==> config.mk <==
export PLATFORM = sky130hd
export DESIGN_NAME = param_decoder_scan
export DESIGN_NICKNAME = d
export VERILOG_FILES = /design/src/rtl/param_decoder_scan.sv
export SDC_FILE = /design/constraint.sdc
export NUM_CORES = 1
export LEC_CHECK = 0
export CELL_PAD_IN_SITES_DETAIL_PLACEMENT = 0
export CELL_PAD_IN_SITES_GLOBAL_PLACEMENT = 2
export CORE_UTILIZATION = 30
export DETAILED_ROUTE_END_ITERATION = 8
export PLACE_DENSITY_LB_ADDON = 0.1
export SETUP_SLACK_MARGIN = 0.2
export SYNTH_ARGS = -nofsm -noshare
export SYNTH_HDL_FRONTEND = slang
export SYNTH_SLANG_ARGS = --single-unit
==> constraint.sdc <==
create_clock -name clk -period 3.15 [get_ports clk]
set_input_delay 0.4725 -clock clk [delete_from_list [all_inputs] [get_ports clk]]
set_output_delay 0.4725 -clock clk [all_outputs]
set_load 0.03 [all_outputs]
==> src/rtl/param_decoder_scan.sv <==
// Registered SEL_W-to-2^SEL_W one-hot decoder with direct and scan modes.
// Scan mode rotates the active line every DIV cycles for multiplexed display select.
module param_decoder_scan #(
  parameter int SEL_W      = 3,
  parameter int DIV        = 4,
  parameter bit ACTIVE_LOW = 1'b0
) (
  input  logic                    clk,
  input  logic                    rst_n,
  input  logic                    en,
  input  logic                    mode,
  input  logic [SEL_W-1:0]        sel_in,
  input  logic                    in_valid,
  output logic [(1<<SEL_W)-1:0]   dec_out,
  output logic                    out_valid,
  output logic [SEL_W-1:0]        scan_idx,
  output logic                    wrap
);

  localparam int OUT_W = 1 << SEL_W;
  localparam int DIV_W = (DIV > 1) ? $clog2(DIV) : 1;
  localparam logic [DIV_W-1:0] DIV_LAST = DIV_W'(DIV - 1);
  localparam logic [OUT_W-1:0] INACT    = {OUT_W{ACTIVE_LOW}};

  typedef enum logic [1:0] {IDLE, DIRECT, SCAN} state_e;

  state_e             state_q, state_d;
  logic [OUT_W-1:0]   dec_q, dec_d;
  logic               valid_q, valid_d;
  logic [SEL_W-1:0]   scan_idx_q, scan_idx_d;
  logic               wrap_q, wrap_d;
  logic [DIV_W-1:0]   div_cnt_q, div_cnt_d;

  function automatic logic [OUT_W-1:0] onehot(input logic [SEL_W-1:0] idx);
    return (OUT_W'(1) << idx) ^ INACT;
  endfunction

  // NOTE: every output of this block gets a default first, so no path leaves a variable unassigned and no latch is inferred.
  always_comb begin
    state_d    = !en ? IDLE : (mode ? SCAN : DIRECT);
    dec_d      = dec_q;
    valid_d    = valid_q;
    scan_idx_d = scan_idx_q;
    wrap_d     = 1'b0;
    div_cnt_d  = '0;

    case (state_d)
      DIRECT: begin
        // sel_in is only looked at when qualified, so an undriven bus never reaches the outputs.
        if (in_valid) begin
          dec_d   = onehot(sel_in);
          valid_d = 1'b1;
        end else begin
          valid_d = 1'b0;
        end
      end
      SCAN: begin
        valid_d = 1'b1;
        if (state_q != SCAN) begin
          dec_d = onehot(scan_idx_q);
        end else if (div_cnt_q == DIV_LAST) begin
          scan_idx_d = scan_idx_q + 1'b1;
          dec_d      = onehot(scan_idx_d);
          wrap_d     = (scan_idx_q == {SEL_W{1'b1}});
        end else begin
          div_cnt_d = div_cnt_q + 1'b1;
        end
      end
      default: begin
        dec_d   = INACT;
        valid_d = 1'b0;
      end
    endcase
  end

  // NOTE: reset is sampled on the clock edge only, and all state uses non-blocking assignments so every flop sees pre-edge values.
  always_ff @(posedge clk) begin
    if (!rst_n) begin
      state_q    <= IDLE;
      dec_q      <= INACT;
      valid_q    <= 1'b0;
      scan_idx_q <= '0;
      wrap_q     <= 1'b0;
      div_cnt_q  <= '0;
    end else begin
      state_q    <= state_d;
      dec_q      <= dec_d;
      valid_q    <= valid_d;
      scan_idx_q <= scan_idx_d;
      wrap_q     <= wrap_d;
      div_cnt_q  <= div_cnt_d;
    end
  end

  assign dec_out   = dec_q;
  assign out_valid = valid_q;
  assign scan_idx  = scan_idx_q;
  assign wrap      = wrap_q;

endmodule

### Word-level counts from Yosys, hierarchy flattened

Index checks and enable logic that the tools add are counted.

* register bits after elaboration: 17
* bits of input ports: 8
* output and inout bits: 13
* word-level logic and storage cells: 34

* add/subtract/negate cells: 2
* eq/ne operators: 7
* shift-type cells: 3
* mux-type cells: 8
* bitwise logic cells: 4
* reduce and logical (&&, ||, !) cells: 4

Operators by type and width (number)
* $mux 8: 3
* $shl 1x3->8 const A: 3
* $pmux 8 s2: 1
* $reduce_or 4->1: 2
* $eq 2x2->1 const B: 2
* $mux 2: 2
* $ne 2x2->1 const B: 2
* $not 1->1: 4
* $add 3x1->3 const B: 1
* $eq 3x3->1 const B: 1
* $ne 3x3->1 const B: 1
* $reduce_and 3->1: 1
* $add 2x1->2 const B: 1
* $eq 2x1->1 const B: 1
* $pmux 1 s2: 1
* $reduce_and 2->1: 1
* $mux 1: 1

### Depth between registers and ports, before layout

* depth in word-level cells: 5
* mapped depth: 6
* gate-level depth less buffers: 6

### Worst setup path before layout

Ideal clock, no wire load.

* path type: reg2reg
* from: register scan_idx_q[0], in the netlist scan_idx[0]
* to: register dec_q[4], in the netlist dec_out[4]
* library setup time: 0.061 ns
* arrival time: 1.644 ns
* required time: 3.089 ns
* setup slack: 1.445 ns
* cell stages (with the launch flop): 7
* path buffers: 0
* clock period less this slack: 1.705 ns
* cells stage by stage: dfxtp_1 ha_1 ha_1 nand3b_1 o211a_4 nor4_4 a32o_1

* word-level cells in the longest chain between the ends: 5
* elaborated cells between the ends (all ways): 6
* classes of those cells: add/sub (1); shift (2); mux (3)

RTL lines
* start, declared: line 30 `logic [SEL_W-1:0] scan_idx_q, scan_idx_d;`
* start signal, assigned: line 89 `scan_idx_q <= scan_idx_d;`
* $add 3x1->3: line 62 `scan_idx_d = scan_idx_q + 1'b1;`
* $shl 1x3->8: line 35 `return (OUT_W'(1) << idx) ^ INACT;`
* $mux 8: line 61 `end else if (div_cnt_q == DIV_LAST) begin`
* $mux 8 (*): line 59 `if (state_q != SCAN) begin`
* $pmux 8 s2 (*): line 47 `case (state_d)`
* end signal, assigned: line 80 `dec_q <= INACT;`
* end signal, assigned: line 87 `dec_q <= dec_d;`
* end, declared: line 28 `logic [OUT_W-1:0] dec_q, dec_d;`

Every way passes the cells marked *; elsewhere a longest branch is shown, timed or not. The select of a mux whose other input is x is not followed.
A chain may end at the register's enable or synchronous reset.

### Worst setup path after layout

* from: register scan_idx_q[0], in the netlist scan_idx[0]
* to: output scan_idx[0]

RTL lines
* end, declared: line 16 `output logic [SEL_W-1:0] scan_idx,`

No word-level cell between the ends.

==> flow_summary.yaml <==
timing:
  report.final.slew_viol_count: 0
  fin_ws_ps: 1290
  totalNegativeSetupSlack_ps: 0
  max-slew-margin-rel_pct: 74.0
  unrepaired_setup_endpoints_after_global_routing: "false"
  clock-skew-final_ps: 7.58
  setup_viol: 0
  min_period_over_period_pct: 58.9
  max_freq_mhz: 539
  final.min_clock_period_ps: 1860
  worst_pin_slew_ps: 390
  hold_viol_final: 0
placed_design:
  post-place-ws_ps: 1200
  io_buffer_count: 20
  place_congestion: 0.669
flow_run:
  maxCapViolations: 0
yosys:
  yosysUniqueCellTypes: 28
  post_synth_main_area_contributors: "dfxtp_1 44%, a32o_1 5.2%, ha_1 4.9%"
  post_synth_instance_area_um2: 766
  synth.most_common_cell: "dfxtp_1"
  netlist.area_leader.share_pct: 44.4
  synth_top_area_cell: "dfxtp_1"
  avgSynthCellArea_um2: 10.6
  synth_flop_cell: "dfxtp_1"
  yosys_warn_count: 0
  ys_top_cells_by_count: "17 x dfxtp_1, 8 x nor2_1, 7 x nand2_1, 4 x a32o_1, 4 x o31ai_1"
  number_of_storage_elements_in_the_synthesis_netlist: 17
  netlist_instances: 72
  synth_seq_area_share_pct: 44.4
  synth.net_count: 83
  synth_enable_flop_cells: 0
  ys_async_sr_fraction_pct: 0
setup_path:
  worst-endpoint-arrival_ps: 1380
  path_cells: "clkdlybuf4s50_1"
  cp-end-kind: "output pin"
  crit_buf_inv: 1
  timing.critical_path.from_type: "register"
  highest_cell_delay_on_the_worst_timing_path_ps: 690
  critical_path.top_delay_family: "buffers and inverters"
  critical_path.max_fanout: 4
  timing.setup.critical_path_class: "reg2out"
  timing.critical_path.slowest_stage_cell: "clkdlybuf4s50_1"
  worst_ep_required_time_ps: 2680
status:
  status: "complete, no violations"
die:
  starting_density_of_the_core_pct: 33.0
  die_width_um: 52.5
  fp.dieArea_um2: 2760
  floorplan.rows: 17
  die_height_um: 52.5
  area_of_the_core_um2: 2320
  pin_count: 21
clock_tree:
  clk_transition_reported_paths_ps: 100
  cts_repair_resize_count: 0
  holdBufCountCts: 0
  tritoncts: "done"
  worst_skew_pair.late_latency_ps: 290
  clockRootBuffer: "clkbuf_4"
  buffers_inserted_during_post_cts_setup_optimization: 0
  cts_made_buffers: 3
  numClockSinks: 17
  htreeDepth: 1
  clk_path_buf_depth: 2
global_route:
  grt-ovfl-total: 0
  grt_pass1_vias: 513
  grt_first_pass_wirelength_mm: 2.21
  antenna_violations_before_repair: 0
  pin_count_of_the_biggest_net_entering_global_routing: 11
  all_layer_gr_usage_pct: 11.7
final_layout:
  synthToLayoutAreaGrowth_pct: 32.4
  antenna_cells_inserted: 0
  design.final.nets: 106
  fill_cells: 236
  drive_above_1_share_pct: 13.8
route:
  wl_per_cell_um: 11.2
  drtAntennaViolNets: 0
  vias_per_cell: 4.82
  num_vias: 588
  drc: 0
  drt_pass1_iterations: 4
  drt-total-wl_mm: 1.36
  detailedRoute.firstIterationViolations: 3
power:
  power.density_nw_per_um2: 381
  power.leakage_uw: 0.000388
  irDropWorstVdd_uv: 212
  total_power_uw: 387
worst_hold_path:
  hold_path_class: "reg2reg"
metal layers:
layer / track usage, % / vias up / part of all wire [%]
met2: 17.1 / 19 / 42
li1: - / 306 / -
met1: 14.1 / 261 / 51
met3: 6.09 / 2 / 5.6
met5: 0 / - / 0
met4: 5.26 / 0 / 1.0
final timing paths:
check               start            to  slack, ps  cells after the start
min          div_cnt_q[0]  div_cnt_q[0]        430                      1
max           scan_idx[0]   scan_idx[0]       1290                      1
min reg2reg  div_cnt_q[0]  div_cnt_q[0]        430                      1
max reg2reg   scan_idx[0]    dec_out[6]       1480                      6
power breakdown:
group          total, µW  switching [µW]  leakage [µW]  internal (µW)
logic               54.2            28.8      0.000232           25.4
clock network        111            64.1     0.0000177           47.1
registers            221            2.01      0.000138            219
flip-flops by register name (all words and copies together), names as in the netlist:
register,count
dec_out,8
scan_idx,3
div_cnt_q,2
state_q,2
out_valid,1
wrap,1
stage by stage:
step / cell area (µm²) / std cells / utilization [%] / hold slack [ps]
after floorplan: 766 / 72 / - / 396
after global placement: 986 / 118 / 42.5 / 411
after detailed placement: 986 / 118 / 42.5 / 421
after CTS: 1010 / 122 / 43.7 / 436
after global routing: 1010 / 122 / 43.7 / 459
final: 1010 / 122 / 43.7 / 429
cell type report:
| type | instances | area, µm² | share of cell area, % |
|---|---|---|---|
| Multi-Input combinational cell | 52 | 407 | 40.1 |
| Sequential cell | 17 | 340 | 33.6 |
| Timing Repair Buffer | 20 | 200 | 19.8 |
| Tap cell | 28 | 35.0 | 3.46 |
| Clock buffer | 3 | 22.5 | 2.22 |
| Clock inverter | 1 | 5.00 | 0.494 |
| Inverter | 1 | 3.75 | 0.370 |
kinds of logic (layout without fill, tap and decap cells):
| family | after synthesis | after routing | share of synthesized area (%) |
|---|---|---|---|
| simple gates | 28 | 28 | 21.9 |
| mux | 3 | 3 | 3.92 |
| fa+ha+maj | 3 | 3 | 4.90 |
| buf+inv | 3 | 25 | 2.45 |
| xor+xnor | 2 | 2 | 2.29 |
| compound gates | 16 | 16 | 20.1 |
| flops | 17 | 17 | 44.4 |
cells in the final DEF (no fill, tap or decap), drive strengths merged:
| master | count |
|---|---|
| o31ai | 4 |
| nor2b | 3 |
| xnor2 | 2 |
| and2b | 1 |
| and4bb | 1 |
| clkdlybuf4s50 | 20 |
| nor4 | 1 |
| o211ai | 2 |
| o211a | 1 |
| ha | 3 |
| nor2 | 8 |
| nand3 | 1 |
| and2 | 2 |
| a32o | 4 |
| inv | 1 |
| mux2i | 3 |
| o21ba | 1 |
| nand3b | 1 |
| clkinv | 1 |
| nand2 | 7 |
| a21o | 2 |
| and3 | 2 |
| clkbuf | 3 |
| nor3b | 1 |
| dfxtp | 17 |
| a21oi | 2 |
No activity file was read; power rests on OpenSTA's default activity.
